<file path="src/rtl/gpr_wb_ctrl.sv">
// gpr_wb_ctrl: GPR write-back arbiter. Load returns have priority; ALU
// results that cannot be written immediately are held in a small circular
// skid FIFO and drained in acceptance order. The write port is registered.
// Optional feature: define GPR_WB_FWD_EN to add a write-port forwarding
// lookup (fwd_raddr -> fwd_hit/fwd_data).
module gpr_wb_ctrl #(
  parameter int DATA_WIDTH = 32,
  parameter int FIFO_DEPTH = 2   // 2 or 4
) (
  input  logic                  clk,
  input  logic                  rst,
  input  logic                  alu_vld,
  output logic                  alu_rdy,
  input  logic [4:0]            alu_rd,
  input  logic [DATA_WIDTH-1:0] alu_data,
  input  logic                  lsu_vld,
  input  logic [4:0]            lsu_rd,
  input  logic [DATA_WIDTH-1:0] lsu_data,
  output logic                  gpr_wen,
  output logic [4:0]            gpr_waddr,
  output logic [DATA_WIDTH-1:0] gpr_wdata,
  output logic [2:0]            wb_cnt
`ifdef GPR_WB_FWD_EN
  ,
  input  logic [4:0]            fwd_raddr,
  output logic                  fwd_hit,
  output logic [DATA_WIDTH-1:0] fwd_data
`endif
);

  localparam int         PTR_W = (FIFO_DEPTH > 2) ? 2 : 1;
  localparam logic [2:0] DEPTH = 3'(FIFO_DEPTH);

  typedef struct packed {
    logic [4:0]            rd;
    logic [DATA_WIDTH-1:0] data;
  } wb_ent_t;

  wb_ent_t          mem [FIFO_DEPTH];
  logic [PTR_W-1:0] wr_ptr, rd_ptr;

  logic    empty, acc, pop, pass, push, sel_vld;
  wb_ent_t sel, alu_ent;

  // Ready depends only on registered occupancy; a pop in a full cycle does
  // not open the slot until the next cycle.
  assign alu_rdy = (wb_cnt < DEPTH);

  // Source selection: load > FIFO head > direct ALU pass-through.
  always_comb begin
    empty   = (wb_cnt == 3'd0);
    acc     = alu_vld & alu_rdy;
    pop     = ~lsu_vld & ~empty;
    pass    = acc & empty & ~lsu_vld;
    push    = acc & ~pass;
    alu_ent = '{rd: alu_rd, data: alu_data};
    sel_vld = 1'b0;
    sel     = alu_ent;
    if (lsu_vld) begin
      sel_vld = 1'b1;
      sel     = '{rd: lsu_rd, data: lsu_data};
    end else if (!empty) begin
      sel_vld = 1'b1;
      sel     = mem[rd_ptr];
    end else if (pass) begin
      sel_vld = 1'b1;
      sel     = alu_ent;
    end
  end

  // FIFO storage: data only, no reset needed.
  always_ff @(posedge clk) begin
    if (push) mem[wr_ptr] <= alu_ent;
  end

  // FIFO pointers and occupancy; pointers wrap naturally at FIFO_DEPTH.
  always_ff @(posedge clk) begin
    if (rst) begin
      wr_ptr <= '0;
      rd_ptr <= '0;
      wb_cnt <= 3'd0;
    end else begin
      if (push) wr_ptr <= wr_ptr + PTR_W'(1);
      if (pop)  rd_ptr <= rd_ptr + PTR_W'(1);
      case ({push, pop})
        2'b10:   wb_cnt <= wb_cnt + 3'd1;
        2'b01:   wb_cnt <= wb_cnt - 3'd1;
        default: wb_cnt <= wb_cnt;
      endcase
    end
  end

  // Registered write port; x0 writes are consumed but never enabled, and
  // address/data hold when nothing is selected.
  always_ff @(posedge clk) begin
    if (rst) begin
      gpr_wen   <= 1'b0;
      gpr_waddr <= 5'd0;
      gpr_wdata <= '0;
    end else begin
      gpr_wen <= sel_vld & (sel.rd != 5'd0);
      if (sel_vld) begin
        gpr_waddr <= sel.rd;
        gpr_wdata <= sel.data;
      end
    end
  end

`ifdef GPR_WB_FWD_EN
  // Forwarding lookup straight off the registered write port.
  always_comb begin
    fwd_hit  = gpr_wen & (gpr_waddr == fwd_raddr) & (fwd_raddr != 5'd0);
    fwd_data = gpr_wdata;
  end
`endif

endmodule

</file>
<file path="config.mk">
export PLATFORM = sky130hd
export DESIGN_NAME = gpr_wb_ctrl
export DESIGN_NICKNAME = d
export VERILOG_FILES = /design/src/rtl/gpr_wb_ctrl.sv
export SDC_FILE = /design/constraint.sdc
export NUM_CORES = 1
export LEC_CHECK = 0
export BUFFER_PORTS_ARGS = -buffer_cell sky130_fd_sc_hd__buf_2
export CORE_MARGIN = 2
export CORE_UTILIZATION = 50
export CTS_BUF_LIST = sky130_fd_sc_hd__clkbuf_4 sky130_fd_sc_hd__clkbuf_8
export CTS_CLUSTER_SIZE = 40
export DETAILED_ROUTE_END_ITERATION = 8
export PLACE_DENSITY_LB_ADDON = 0.1
export SYNTH_ARGS = -nofsm -noshare
export SYNTH_HDL_FRONTEND = slang
export SYNTH_SLANG_ARGS = --single-unit
export TNS_END_PERCENT = 100
</file>
<file path="constraint.sdc">
create_clock -name clk -period 3.1 [get_ports clk]
set_input_delay 0.155 -clock clk [delete_from_list [all_inputs] [get_ports clk]]
set_output_delay 0.155 -clock clk [all_outputs]
set_load 0.05 [all_outputs]
</file>
==> summary.txt <==
Timing
  – Actual transition at the worst max-transition pin: 0.9612 ns
  – Setup violations, final: 0
  – Maximum achievable frequency: 429.2 MHz
  – Time the final worst path needs with I/O delays and setup: 2.330 ns
  – Pins Over Slew Limit: 0
  – Final worst path period share: 75.16%
  – RSZ-0062 raised after global routing: false
  – Setup Skew: 0.01041 ns
  – Hold Violations, Final: 0
  – Worst slew slack as a fraction of its limit: 35.70%

Layout
  – Final core utilization: 67.95%
  – Synthesis-to-layout area growth: 33.97%
  – Fin area: 6889 um^2
  – Leading cell type in the layout, fill and taps excluded: sky130_fd_sc_hd__buf_2
  – Filler Cell Count: 783
  – Share of layout cells above drive strength 1: 32.22%
  – Final layout net count: 666
  – Most used cells in the layout excluding fill and tap cells: sky130_fd_sc_hd__buf_2 (119), sky130_fd_sc_hd__edfxtp_1 (74), sky130_fd_sc_hd__dlygate4sd3_1 (67)
  – Diodes inserted: 0

Yosys
  – Number of warnings printed during yosys synthesis: 0
  – Gate count of the mapped netlist: 406
  – Number of nets in the synthesized netlist: 486
  – Part of the Yosys area used for sequential elements: 60.34%
  – Average cell area after synthesis: 12.67 um^2
  – Synthesized cell area: 5142 um^2
  – Leading post-synthesis cells by cell area: sky130_fd_sc_hd__edfxtp_1 (43%), sky130_fd_sc_hd__dfxtp_1 (17%), sky130_fd_sc_hd__a211oi_2 (7.3%)
  – Library cell occupying the most area in the post-synthesis netlist: sky130_fd_sc_hd__edfxtp_1
  – Synth Register Bits: 118
  – Top cell type's share of synthesized area: 43.21%
  – Number of distinct library cells after synthesis: 28

Global routing
  – Tot GR Track Use: 22.74%
  – Overall overflow remaining after global route: 0
  – Pin count of the biggest net entering global routing: 77
  – Antenna violations before repair: 0
  – Global-route wire length before repair: 19690 um
  – Vias in the first global route: 4031

Clocking
  – Clock H-tree levels: 4
  – Clock Sink Count: 118
  – Setup fix buffers added after clock tree synthesis: 0
  – Clock latency at the later pin of the worst-skew pair: 0.42 ns
  – Post-CTS Hold Fix Bufs: 66
  – Post-CTS sizing: 0
  – Number of buffers between clock root and the deepest sink: 2
  – Total clock buffers created by CTS: 17
  – Master cell of the clock root buffer: sky130_fd_sc_hd__clkbuf_8
  – Clock slew at the register clock pins of the worst setup and hold paths: 0.07 ns
  – Clock tree from TritonCTS: done

Setup path
  – Critical-path top delay cell: sky130_fd_sc_hd__or3_2
  – Setup slack of the worst register-to-register path: 0.77 ns
  – Critical R2R Capture: gpr_wdata[7]
  – Type of the worst setup path: register to register
  – Nature of the critical path startpoint: register
  – Setup crit end kind: register
  – Data required time of the critical path: 3.44 ns
  – Crit path DAT: 2.67 ns
  – Critical Path Max Stage Delay: 0.60 ns
  – FF-to-FF Start: wb_cnt[0]
  – Cells along the critical path: or3_2 > buf_4 > nor3b_1 > a211o_1 > a211oi_2
  – Register-to-Register Path Depth: 5
  – Maximum fanout count along the critical path: 36

Min path
  – Hold Path Sink: gpr_wdata[8]
  – Critical hold path startpoint: lsu_data[8]
  – Number of cells on the worst hold path: 3
  – Hold crit path type: primary input to register

Floorplanning
  – Num ports: 120
  – Die X: 105.4 um
  – Starting density of the core: 50.72%
  – Core Area: 10140 um^2
  – Number of cell rows: 37
  – Die outline height: 105.4 um
  – Area of the die: 11110 um^2

Flow run
  – Maxcap violations: 0

Outcome
  – Status: finished, final reports clean

Route
  – DRC Markers: 0
  – Average vias per placed instance: 5.288
  – Wirelength, routed: 11970 um
  – DR WL/cell: 16.29 um
  – Post-route ant nets: 0
  – DRT iter0 DRCs: 159
  – Detailed-router iteration count before antenna repair: 4
  – Vias post-DR: 3887

Place
  – HPWL Detailed: 7090 um
  – Final Wtd Congestion: 0.7660
  – Number of buffers inserted by port buffering: 119
  – Total placed instance area: 5816 um^2

Pwr
  – Final total power: 5827 uW
  – Worst ir drop on vdd: 0.8965 mV
  – Total power divided by cell area: 845.8 nW/um^2
  – Static Leakage: 0.002744 uW
-- synth_stat cells (all sizes together) --
| cell | number |
|---|---|
| a2111oi | 1 |
| a211o | 32 |
| a211oi | 37 |
| a21oi | 7 |
| a221oi | 5 |
| a41oi | 1 |
| and2 | 1 |
| buf | 13 |
| clkbuf | 21 |
| dfxtp | 44 |
| edfxtp | 74 |
| fa | 1 |
| ha | 1 |
| inv | 4 |
| mux2i | 37 |
| nand2 | 33 |
| nand2b | 1 |
| nor2 | 52 |
| nor3 | 1 |
| nor3b | 32 |
| o211ai | 1 |
| o21ai | 1 |
| or3 | 2 |
| xnor2 | 2 |
| xor2 | 2 |
-- stage by stage --
stage                     TNS [ns]  hold slack (ns)  std cells  worst slack (ns)
final                            0          0.02671        735            0.7700
after global placement           0           0.3590        636            0.8990
after CTS                        0        0.0009423        734            0.7746
after floorplan             -19.07           0.2539        406           -0.2578
after global routing             0          0.01573        735            0.5506
after detailed placement         0           0.3642        636            0.8021
-- worst max path at each step --
stage,startpoint,endpoint,depth (start not counted)
after global placement,lsu_vld,gpr_wdata[4],6
after global routing,wb_cnt[0],gpr_wdata[21],5
after detailed placement,wb_cnt[0],wb_cnt[2],8
after floorplan,wb_cnt[2],mem[1][0],3
final,wb_cnt[0],gpr_wdata[7],5
after CTS,wb_cnt[0],wb_cnt[2],8
-- power breakdown --
part / switching, uW / internal, uW
Sequential: 182 / 2020
Clock: 594 / 831
Combinational: 1450 / 747
-- kinds of logic after synthesis --
kind of cell	share of synthesized area, %
and+or+nand+nor	11.46
DFF	60.34
AOI/OAI and AO/OA	15.89
buffers and inverters	3.795
muxes	7.202
xor gates and xnor gates	0.6814
adders and majority gates	0.6326
-- state kept, by name (all words and copies together) (netlist names), named ones only --
| register | count |
|---|---|
| mem | 74 |
| gpr_waddr | 5 |
| rd_ptr | 1 |
| gpr_wen | 1 |
| gpr_wdata | 32 |
| wr_ptr | 1 |
| wb_cnt | 3 |
-- final cells by class --
type / count / area [um^2] / share of cell area, %
multi-input combinational: 250 / 1863 / 27.04
inverter: 4 / 15.01 / 0.2179
clock inverter: 11 / 132.6 / 1.925
timing repair buffer: 195 / 1334 / 19.36
clock buffer: 21 / 270.3 / 3.923
sequential: 118 / 3104 / 45.06
tap: 136 / 170.2 / 2.470
-- worst max-delay path: cells and delay by family (launching register included) --
family                 cells  cell delay, ns
buffers and inverters      1            0.48
and+or+nand+nor            2            0.71
DFF                        1            0.53
AOI/OAI and AO/OA          2            0.50
-- routing by layer --
| metal | vias to the layer above | global-route usage (%) | part of all wire [%] |
|---|---|---|---|
| met1 | 1880 | 28.63 | 45 |
| met2 | 101 | 38.25 | 49 |
| met5 | - | 0 | 0 |
| met4 | 0 | 7.714 | 1.8 |
| met3 | 22 | 5.751 | 4.2 |
| li1 | 1884 | - | - |
(Power assumes the default switching activity.)
